===== config.mk =====
export PLATFORM = sky130hd
export DESIGN_NAME = load_unit_flat
export DESIGN_NICKNAME = d
export VERILOG_FILES = /design/src/rtl/load_unit_if.sv /design/src/rtl/load_unit.sv /design/src/flat_wrapper.sv
export SDC_FILE = /design/constraint.sdc
export NUM_CORES = 1
export LEC_CHECK = 0
export CAP_MARGIN = 25
export CORE_MARGIN = 2
export CORE_UTILIZATION = 46
export CTS_CLUSTER_DIAMETER = 120
export CTS_CLUSTER_SIZE = 30
export DETAILED_ROUTE_END_ITERATION = 10
export GPL_TIMING_DRIVEN = 1
export PLACE_DENSITY = 0.92
export SLEW_MARGIN = 20
export SYNTH_ARGS = -nofsm -noshare
export SYNTH_HDL_FRONTEND = slang
export SYNTH_SLANG_ARGS = --single-unit

===== constraint.sdc =====
create_clock -name clk -period 4.35 [get_ports clk]
set_input_delay 0.87 -clock clk [delete_from_list [all_inputs] [get_ports clk]]
set_output_delay 0.87 -clock clk [all_outputs]
set_load 0.01 [all_outputs]

===== src/rtl/load_unit_if.sv =====
// load_unit_if: groups the load-request side and the data-memory side of the
// load unit into one bundle.
//   core side : start, addr, funct3 -> ; <- busy, done, result, misaligned, timeout_err
//   mem side  : <- mem_req, mem_addr ; mem_ack, mem_rdata ->
// Modports: slave = the load unit itself, master = whoever drives it (core + memory).
interface load_unit_if #(parameter int ADDR_WIDTH = 32) ();
  logic                  start;
  logic [ADDR_WIDTH-1:0] addr;
  logic [2:0]            funct3;
  logic                  busy;
  logic                  done;
  logic [31:0]           result;
  logic                  misaligned;
  logic                  timeout_err;
  logic                  mem_req;
  logic [ADDR_WIDTH-1:0] mem_addr;
  logic                  mem_ack;
  logic [31:0]           mem_rdata;

  modport slave (
    input  start, addr, funct3, mem_ack, mem_rdata,
    output busy, done, result, misaligned, timeout_err, mem_req, mem_addr
  );

  modport master (
    output start, addr, funct3, mem_ack, mem_rdata,
    input  busy, done, result, misaligned, timeout_err, mem_req, mem_addr
  );
endinterface


===== src/rtl/load_unit.sv =====
// load_unit: executes RV32I loads (LB/LH/LW/LBU/LHU) against data memory over
// a req/ack handshake, extracts and sign/zero-extends the addressed lane and
// holds it in result for write-back.
//   clk, rst : rising-edge clock, synchronous active-high reset
//   bus      : load_unit_if.slave (request/status toward the core, req/ack
//              toward data memory)
// Flow: IDLE -> REQ -> FIN -> IDLE, or IDLE -> FIN directly when the request
// is misaligned or has an illegal funct3 (memory is never touched then).
module load_unit #(
  parameter int ADDR_WIDTH = 32,
  parameter int TIMEOUT    = 16
) (
  input logic        clk,
  input logic        rst,
  load_unit_if.slave bus
);

  localparam int CW = $clog2(TIMEOUT + 1);
  localparam logic [CW-1:0] CNT_LAST = CW'(TIMEOUT - 1);

  typedef enum logic [1:0] {IDLE, REQ, FIN} state_t;

  state_t                state, state_nxt;
  logic [2:0]            f3_q;
  logic [1:0]            off_q;
  logic [ADDR_WIDTH-1:0] mem_addr_q;
  logic [31:0]           result_q;
  logic                  misaligned_q;
  logic                  timeout_q;
  logic [CW-1:0]         cnt;
  logic                  bad_req;

  // Illegal encodings and misaligned halves/words are rejected up front.
  always_comb begin
    bad_req = 1'b0;
    case (bus.funct3)
      3'b000, 3'b100: bad_req = 1'b0;
      3'b001, 3'b101: bad_req = bus.addr[0];
      3'b010:         bad_req = |bus.addr[1:0];
      default:        bad_req = 1'b1;
    endcase
  end

  function automatic logic [31:0] extract(input logic [2:0]  f3,
                                          input logic [1:0]  off,
                                          input logic [31:0] rdata);
    logic [31:0] sh;
    logic [7:0]  b;
    logic [15:0] h;
    sh = rdata >> {off, 3'b000};
    b  = sh[7:0];
    h  = off[1] ? rdata[31:16] : rdata[15:0];
    case (f3)
      3'b000:  extract = {{24{b[7]}}, b};
      3'b100:  extract = {24'd0, b};
      3'b001:  extract = {{16{h[15]}}, h};
      3'b101:  extract = {16'd0, h};
      default: extract = rdata;
    endcase
  endfunction

  always_ff @(posedge clk) begin
    if (rst) state <= IDLE;
    else     state <= state_nxt;
  end

  always_comb begin
    state_nxt = state;
    case (state)
      IDLE: if (bus.start) state_nxt = bad_req ? FIN : REQ;
      REQ:  if (bus.mem_ack || cnt == CNT_LAST) state_nxt = FIN;
      FIN:  state_nxt = IDLE;
      default: state_nxt = IDLE;
    endcase
  end

  always_ff @(posedge clk) begin
    if (rst) begin
      f3_q         <= 3'd0;
      off_q        <= 2'd0;
      mem_addr_q   <= '0;
      result_q     <= 32'd0;
      misaligned_q <= 1'b0;
      timeout_q    <= 1'b0;
      cnt          <= '0;
    end else begin
      case (state)
        IDLE: if (bus.start) begin
          f3_q         <= bus.funct3;
          off_q        <= bus.addr[1:0];
          mem_addr_q   <= {bus.addr[ADDR_WIDTH-1:2], 2'b00};
          misaligned_q <= bad_req;
          timeout_q    <= 1'b0;
          cnt          <= '0;
          if (bad_req) result_q <= 32'd0;
        end
        REQ: begin
          if (bus.mem_ack)          result_q  <= extract(f3_q, off_q, bus.mem_rdata);
          else if (cnt == CNT_LAST) timeout_q <= 1'b1;  // result keeps old value
          else                      cnt       <= cnt + 1'b1;
        end
        default: ;
      endcase
    end
  end

  assign bus.busy        = (state != IDLE);
  assign bus.done        = (state == FIN);
  assign bus.mem_req     = (state == REQ);
  assign bus.mem_addr    = mem_addr_q;
  assign bus.result      = result_q;
  assign bus.misaligned  = misaligned_q;
  assign bus.timeout_err = timeout_q;

endmodule


===== src/flat_wrapper.sv =====
// flat-port wrapper written by rule: the top's interface ports become plain ports
module load_unit_flat 
#(
  parameter int ADDR_WIDTH = 32,
  parameter int TIMEOUT    = 16
)
  (clk, rst, bus_start, bus_addr, bus_funct3, bus_mem_ack, bus_mem_rdata, bus_busy, bus_done, bus_result, bus_misaligned, bus_timeout_err, bus_mem_req, bus_mem_addr);
  load_unit_if #(.ADDR_WIDTH(ADDR_WIDTH)) bus_i ();
  input logic clk;
  input logic rst;
  input wire logic [$bits(bus_i.start)-1:0] bus_start;
  input wire logic [$bits(bus_i.addr)-1:0] bus_addr;
  input wire logic [$bits(bus_i.funct3)-1:0] bus_funct3;
  input wire logic [$bits(bus_i.mem_ack)-1:0] bus_mem_ack;
  input wire logic [$bits(bus_i.mem_rdata)-1:0] bus_mem_rdata;
  output wire logic [$bits(bus_i.busy)-1:0] bus_busy;
  output wire logic [$bits(bus_i.done)-1:0] bus_done;
  output wire logic [$bits(bus_i.result)-1:0] bus_result;
  output wire logic [$bits(bus_i.misaligned)-1:0] bus_misaligned;
  output wire logic [$bits(bus_i.timeout_err)-1:0] bus_timeout_err;
  output wire logic [$bits(bus_i.mem_req)-1:0] bus_mem_req;
  output wire logic [$bits(bus_i.mem_addr)-1:0] bus_mem_addr;
  assign bus_i.start = bus_start;
  assign bus_i.addr = bus_addr;
  assign bus_i.funct3 = bus_funct3;
  assign bus_i.mem_ack = bus_mem_ack;
  assign bus_i.mem_rdata = bus_mem_rdata;
  assign bus_busy = bus_i.busy;
  assign bus_done = bus_i.done;
  assign bus_result = bus_i.result;
  assign bus_misaligned = bus_i.misaligned;
  assign bus_timeout_err = bus_i.timeout_err;
  assign bus_mem_req = bus_i.mem_req;
  assign bus_mem_addr = bus_i.mem_addr;
  load_unit #(.ADDR_WIDTH(ADDR_WIDTH), .TIMEOUT(TIMEOUT)) u_core (.clk(clk), .rst(rst), .bus(bus_i));
endmodule

* Yosys cells after proc, flatten, opt, wreduce, memory -nomap -nowiden
Cells that the tools add are included.
Operators by class: add/sub/neg operators 1, eq/ne operators 17, shift operators 1, multiplexer cells 19, reductions and logical operators 14
Operators by type and width (number):
- $pmux W32 S4 | 1
- $mux W32 | 3
- $pmux W32 S2 | 1
- $shr A32 B5 Y8 | 1
- $mux W16 | 1
- $mux W5 | 3
- $eq A3 B3 Y1 const B | 4
- $reduce_and A4 Y1 | 3
- $pmux W5 S2 | 1
- $ne A2 B2 Y1 const B | 4
- $eq A3 B1 Y1 const B | 2
- $logic_not A3 Y1 | 2
- $mux W2 | 3
- $ne A2 B1 Y1 const B | 3
- $reduce_or A2 Y1 | 3
- $add A5 B1 Y5 const B | 1
- $eq A5 B4 Y1 const B | 1
- $pmux W2 S2 | 1
- $reduce_and A2 Y1 | 2
- $reduce_bool A2 Y1 | 2
- $eq A3 B2 Y1 const B | 1
- $mux W1 | 3
- $pmux W1 S3 | 1
- $eq A2 B1 Y1 const B | 1
- 4 further kinds | 4
Storage, ports and cells: flip-flop bits (word level) 76, logic and storage cells 60

* Depth between registers and ports, before layout
Gate-level depths: netlist of the first run.
depth after elaboration 6, depth in mapped cells 7, gate-level depth less buffers 7

* Worst setup path after synthesis of the first run
Ideal clock, no wire load.
kind input -> register, start input port bus_start, end register u_core.result_q[16] (netlist: u_core.bus.result[16]), library setup time 117 ps, arrival time 1987 ps, slack 2246 ps, cell stages on the path 4, path through or3b_4 o311a_4 buf_6 a22o_1
On the way: word-level cells in the longest chain between the ends 2
Ends and longest elaborated chain:
- start: declaration | RTL line flat_wrapper.sv:11 | input wire logic [$bits(bus_i.start)-1:0] bus_start;
- $ne A2 B2 Y1 (no source line)
- $reduce_and A4 Y1 (no source line)
- end signal: assignment | RTL line load_unit.sv:98 | if (bus.mem_ack) result_q <= extract(f3_q, off_q, bus.mem_rdata);
- end: declaration | RTL line load_unit.sv:27 | logic [31:0] result_q;
Every way passes these cells. A chain may end at the register's enable or synchronous reset.

* Worst setup path after layout of the first run
start input port bus_start, end register u_core.result_q[14] (netlist: u_core.bus.result[14])
The elaborated chain is that of the path after synthesis.

==> flow_metrics.env, run 1 <==
export IMPL_via_per_inst=5.481
export IMPL_ff2ff_path_depth=7
export IMPL_cts_buffer_depth=2
export IMPL_drc=0
export IMPL_relSlewSlack=0.3532
export IMPL_final_seq_area_sq_mm=0.001521
export IMPL_skew_ns=0.006792
export IMPL_postCtsSetupRepairBufs=0
export IMPL_drt_iter0_markers=177
export IMPL_io_buffer_count=137
export IMPL_setup_violations=0
export IMPL_clkTransAtPathRegs_ns=0.07
export IMPL_power_uw=1730
export IMPL_numCtsBuffers=9
export IMPL_reg2reg_slack_ns=2.17
export IMPL_cts_sinks=76
export IMPL_hold_depth=2
export IMPL_wl_met3_microns=1074
export IMPL_grt_pass1_wl_microns=16160
export IMPL_maxSlewViolCount=0
export IMPL_rows=31
export IMPL_rr_startpoint="u_core.cnt[0]"
export IMPL_cp_data_arrival_time_ns=2.94
export IMPL_wl_microns=9840
export IMPL_min_to="u_core.bus.mem_addr[17]"
export IMPL_status="complete, no violations"
export IMPL_tightest_slew_ns=0.9666
export IMPL_nFillCells=579
export IMPL_irDropWorstVdd_mv=0.2588
export IMPL_synth_area_leader_cell="dfxtp_1"
export IMPL_synth_area_top_cells="dfxtp_1 (44%), a21oi_1 (11%), nand2_1 (8.8%)"
export IMPL_criticalPathCategory="primary input to register"
export IMPL_chipWidth_microns=90.32
export IMPL_nets=611
export IMPL_multiInputGateArea_sq_mm=0.001688
export IMPL_syn2layout_area_growth_pct=46.77
export IMPL_place_gp_congestion=0.9540
export IMPL_num_io_pins=140
export IMPL_wl_per_cell_microns=15.33
export IMPL_ys_seq_area_frac=0.4440
export IMPL_timing_final_hold_violations=0
export IMPL_initial_utilization=0.4750
export IMPL_ys_flop_type="dfxtp_1"
export IMPL_vias=3519
export IMPL_startpoint_type="primary input"
export IMPL_ctsResizeCount=0
export IMPL_grt_use_total=0.2436
export IMPL_die_area_sq_mm=0.008157
export IMPL_hold_path_class="register to register"
export IMPL_ys_seq_elements=76
export IMPL_dp_hpwl_microns=7035
export IMPL_h_tree_depth=3
export IMPL_layout_commonest_cell="clkdlybuf4s50_1"
export IMPL_required_ns=4.59
export IMPL_dp_slack_ns=1.290
export IMPL_critPathMaxFanout=38
export IMPL_mostFrequentLayoutCells="clkdlybuf4s50_1 (137), nand2_1 (80), dfxtp_1 (76)"
export IMPL_synth_area_per_cell_sq_um=8.140
export IMPL_async_reset_ff_frac=0
export IMPL_syn_inst=421
export IMPL_rsz0062_at_grt="false"
export IMPL_timing_rr_end="u_core.cnt[0]"
export IMPL_fp_dieH_microns=90.32
export IMPL_coreArea_sq_mm=0.007214
export IMPL_drt_first_pass_iters=4
export IMPL_power_density_mw_per_mm2=343.9
export IMPL_endpoint_kind="register"
export IMPL_cts_root_buf="clkbuf_8"
export IMPL_cts_tree="yes"
export IMPL_fmax_mhz=371.2
export IMPL_antenna_cells=0
export IMPL_setup_ws_ns=1.656
export IMPL_synth_edf_count=0
export IMPL_maxCapViolCount=0
export IMPL_grt_max_degree=46
export IMPL_antenna_found_initial=0
export IMPL_finalSetupTns_ns=0
export IMPL_yosys_warnings=0
export IMPL_routed_top_layer="met4"
export IMPL_hold_start="u_core.bus.mem_addr[17]"
export IMPL_ant_nets=0
export IMPL_netlist_cell_type_count=44
export IMPL_wl_met1_microns=4043
export IMPL_cts_hold_buffers=0
export IMPL_fin_crit_ns=2.694
export IMPL_yosysTopAreaCellShare=0.4440
export IMPL_syn_area_sq_mm=0.003427
export IMPL_grt_pass1_vias=3348
export IMPL_met2WireLength_microns=4482
export IMPL_finalCritPeriodShare=0.6193
export IMPL_drive_above_1_share=0.05341
export IMPL_grt_overflow=0
export IMPL_clk_latency_ns=0.35
export IMPL_leakage_uw=0.001898
[cells in the mapped netlist (2+ instances only)]
library cell / instances
ha_1: 2
dfxtp_1: 76
mux2i_1: 3
a211oi_1: 2
o221a_2: 2
buf_4: 2
a221o_1: 2
or2_2: 2
o32ai_1: 6
inv_1: 14
mux4_2: 2
nor4_1: 2
o21ai_0: 10
nand3_1: 9
a22o_1: 22
a211o_1: 6
xnor2_1: 2
a21oi_1: 72
o21ai_1: 9
nand2_1: 80
nor2b_1: 2
buf_1: 4
nand2b_1: 10
buf_2: 5
buf_6: 4
clkbuf_1: 20
nor2_1: 26
and3b_1: 6
nor3_1: 4
[how the worst max path moves through the flow]
stage	start	end	slack [ns]	cells past startpoint
2_1_floorplan	bus_start	u_core.bus.result[16]	2.25	4
5_1_grt	bus_start	u_core.bus.result[14]	1.58	4
3_3_place_gp	bus_start	u_core.bus.result[14]	1.32	4
6_report	bus_start	u_core.bus.result[14]	1.66	4
4_1_cts	bus_start	u_core.bus.result[14]	1.64	4
3_5_place_dp	bus_start	u_core.bus.result[14]	1.29	4
[per-stage QoR]
| step | util | hold WS [ns] | cell area, sq um | instances |
|---|---|---|---|---|
| 4_1_cts | 0.6967 | 0.4559 | 5026 | 642 |
| 2_1_floorplan | - | 0.4446 | 3431 | 422 |
| 6_report | 0.6972 | 0.4532 | 5030 | 642 |
| 5_1_grt | 0.6972 | 0.4722 | 5030 | 642 |
| 3_5_place_dp | 0.6620 | 0.4457 | 4776 | 626 |
| 3_3_place_gp | 0.6620 | 0.4363 | 4776 | 626 |
[state kept, by name, indices dropped and copies added, names as in the netlist]
signal                  cells
u_core.cnt                  5
u_core.state                2
u_core.bus.mem_addr        30
u_core.bus.timeout_err      1
u_core.bus.result          32
u_core.bus.misaligned       1
u_core.f3_q                 3
u_core.off_q                2
[power by group]
part	internal [uW]	switching, uW
clock network	412	258
registers	726	27.6
logic	157	150
total	1290	435
[cells by family (layout without fill, tap and decap cells)]
group,after synthesis,in the layout,share of synthesized area
AND/OR/NAND/NOR,147,147,0.1935
AO/OA/AOI/OAI,138,138,0.2574
flip-flops,76,76,0.4440
buffers and inverters,49,170,0.06644
multiplexers,6,6,0.02519
adder cells (fa/ha/maj),2,2,0.007301
XOR/XNOR,2,2,0.005112
other,1,2,0.001094
[worst max-delay path, cell delays in order]
cell	delay [ns]
clkdlybuf4s50_1	0.49
or3b_4	0.58
o311a_4	0.59
a221o_1	0.39
[routing by layer]
layer | up-vias | track usage
met5 | - | 0
met4 | 0 | 0.1051
met3 | 25 | 0.09015
met2 | 204 | 0.3929
met1 | 1595 | 0.2922
li1 | 1695 | -
[final cells by class]
cell class,instances,area share
timing repair buffer,140,0.2771
tap,99,0.02463
multi-input combinational,297,0.3356
clock inverter,4,0.01891
clock buffer,12,0.03085
sequential,76,0.3025
inverter,14,0.01045
Power figures use the tool's default switching activity.
==> inputs of run 2 (changes only) <==
--- a/config.mk
+++ b/config.mk
@@ -7,12 +7,12 @@
 export LEC_CHECK = 0
 export CAP_MARGIN = 25
 export CORE_MARGIN = 2
-export CORE_UTILIZATION = 46
+export CORE_UTILIZATION = 39
 export CTS_CLUSTER_DIAMETER = 120
 export CTS_CLUSTER_SIZE = 30
 export DETAILED_ROUTE_END_ITERATION = 10
 export GPL_TIMING_DRIVEN = 1
-export PLACE_DENSITY = 0.92
+export PLACE_DENSITY = 0.84
 export SLEW_MARGIN = 20
 export SYNTH_ARGS = -nofsm -noshare
 export SYNTH_HDL_FRONTEND = slang
==> constraint.sdc (replaced) <==
create_clock -name clk -period 2.3 [get_ports clk]
set_input_delay 0.46 -clock clk [delete_from_list [all_inputs] [get_ports clk]]
set_output_delay 0.46 -clock clk [all_outputs]
set_load 0.01 [all_outputs]
==> run 2 against run 1 <==
Sequential share of layout area down 0.38 points. Clock power up 72%. Combinational power up 100%. Largest power group unchanged.
==> flow_metrics.env, run 2 (synthesis results as in run 1) <==
export IMPL_place_gp_congestion=0.8478
export IMPL_grt_overflow=0
export IMPL_power_density_mw_per_mm2=624.6
export IMPL_hold_path_class="register to register"
export IMPL_vias=3554
export IMPL_endpoint_kind="output pin"
export IMPL_drc=0
export IMPL_critPathMaxStageDelay_ns=0.58
export IMPL_wl_per_cell_microns=15.54
export IMPL_required_ns=1.84
export IMPL_irDropWorstVdd_mv=0.3625
export IMPL_rows=34
export IMPL_dp_hpwl_microns=7503
export IMPL_grt_use_total=0.2204
export IMPL_syn2layout_area_growth_pct=48.63
export IMPL_io_buffer_count=137
export IMPL_mostFrequentLayoutCells="clkdlybuf4s50_1 (137), nand2_1 (80), dfxtp_1 (76)"
export IMPL_criticalPathCategory="register to output pin"
export IMPL_cts_buffer_depth=2
export IMPL_chipWidth_microns=97.74
export IMPL_die_area_sq_mm=0.009553
export IMPL_cts_tree="yes"
export IMPL_via_per_inst=5.385
export IMPL_cp_data_arrival_time_ns=1.72
export IMPL_drt_iter0_markers=144
export IMPL_fmax_mhz=459.6
export IMPL_postCtsSetupRepairBufs=0
export IMPL_relSlewSlack=0.5265
export IMPL_h_tree_depth=3
export IMPL_nFillCells=748
export IMPL_largest_reg_flops=32
export IMPL_clk_latency_ns=0.35
export IMPL_cts_root_buf="clkbuf_8"
export IMPL_coreArea_sq_mm=0.008636
export IMPL_grt_pass1_wl_microns=17060
export IMPL_drt_first_pass_iters=5
export IMPL_tightest_slew_ns=0.7038
export IMPL_cts_hold_buffers=0
export IMPL_timing_final_hold_violations=0
export IMPL_clkTransAtPathRegs_ns=0.08
export IMPL_fp_dieH_microns=97.74
export IMPL_cts_sinks=76
export IMPL_maxSlewViolCount=0
export IMPL_drive_above_1_share=0.07065
export IMPL_nets=620
export IMPL_startpoint_type="register"
export IMPL_ant_nets=0
export IMPL_numCtsBuffers=9
export IMPL_finish_utilization=0.5898
export IMPL_status="complete, no violations"
export IMPL_leakage_uw=0.001931
export IMPL_path_cells="nand2b_1 -> inv_1 -> clkdlybuf4s50_1"
export IMPL_initial_utilization=0.3968
export IMPL_grt_max_degree=48
export IMPL_antenna_found_initial=0
export IMPL_critPathMaxFanout=10
export IMPL_wl_microns=10260
export IMPL_post_place_cells=644
export IMPL_instances_no_fill=660
export IMPL_finalSetupTns_ns=0
export IMPL_ctsResizeCount=0
export IMPL_finalCritPeriodShare=0.9459
export IMPL_antenna_cells=0
export IMPL_rsz0062_at_grt="false"
export IMPL_power_uw=3181
export IMPL_layout_commonest_cell="clkdlybuf4s50_1"
export IMPL_num_io_pins=140
export IMPL_fin_crit_ns=2.176
export IMPL_skew_ns=0.007518
export IMPL_grt_pass1_vias=3552
export IMPL_setup_violations=0
export IMPL_slowest_stage="clkdlybuf4s50_1"
export IMPL_maxCapViolCount=0
-- run 2: changes by cell type in the layout (fill, tap and decap cells not counted), sizes merged --
cell / change
buf: +9
clkbuf: -2
bufinv: -1
clkinv: +1
clkinvlp: +1
inv: +1
-- run 2: per-layer routing --
| layer | global-route usage | part of all wire | vias to the layer above |
|---|---|---|---|
| li1 | - | - | 1721 |
| met3 | 0.07087 | 0.10 | 26 |
| met4 | 0.09509 | 0.026 | 0 |
| met1 | 0.2764 | 0.41 | 1617 |
| met2 | 0.3501 | 0.46 | 190 |
| met5 | 0 | 0 | - |
-- run 2: layout make-up --
class                      instances  area (sq um)  share of cell area
clock inverter                     6         86.33             0.01695
sequential                        76          1521              0.2987
inverter                          14         52.55             0.01032
tap                              108         135.1             0.02653
multi-input combinational        297          1687              0.3311
clock buffer                      10         137.6             0.02702
timing repair buffer             149          1474              0.2894
-- run 2: report_power, final --
part	internal, uW	switching, uW
logic	318	298
clock network	641	505
registers	1370	46.9
total	2330	849
-- run 2: critical path: cells and delay by family, from the launching register on --
| family | cells | cell delay, ns |
|---|---|---|
| buffers and inverters | 2 | 0.73 |
| AND/OR/NAND/NOR | 1 | 0.15 |
| flip-flops | 1 | 0.49 |
-- run 2: per-stage QoR --
| step | instance area (sq um) | hold slack [ns] | setup WS, ns |
|---|---|---|---|
| global placement | 4867 | 0.4383 | -0.01170 |
| floorplan | 3431 | 0.4446 | 0.3469 |
| detailed placement | 4867 | 0.4459 | -0.03717 |
| finish | 5094 | 0.4553 | 0.1243 |
| global route | 5094 | 0.4771 | 0.03993 |
| CTS | 5091 | 0.4580 | 0.1078 |
-- run 2: final timing paths --
path                                              start  cells after the start                       to  slack (ns)
worst max register to register            u_core.cnt[0]                      8            u_core.cnt[0]        0.29
worst min register to register  u_core.bus.mem_addr[24]                      2  u_core.bus.mem_addr[24]        0.46
worst max-delay path                    u_core.state[0]                      3              bus_mem_req        0.12
worst min-delay path            u_core.bus.mem_addr[24]                      2  u_core.bus.mem_addr[24]        0.46
==> inputs of run 3 (changes only) <==
--- a/config.mk
+++ b/config.mk
@@ -5,6 +5,7 @@
 export SDC_FILE = /design/constraint.sdc
 export NUM_CORES = 1
 export LEC_CHECK = 0
+export ABC_CLOCK_PERIOD_IN_PS = 2300
 export CAP_MARGIN = 25
 export CORE_MARGIN = 2
 export CORE_UTILIZATION = 39
==> results of run 3 <==
Same layout as run 2: the final DEF is identical, and so are final timing and power.
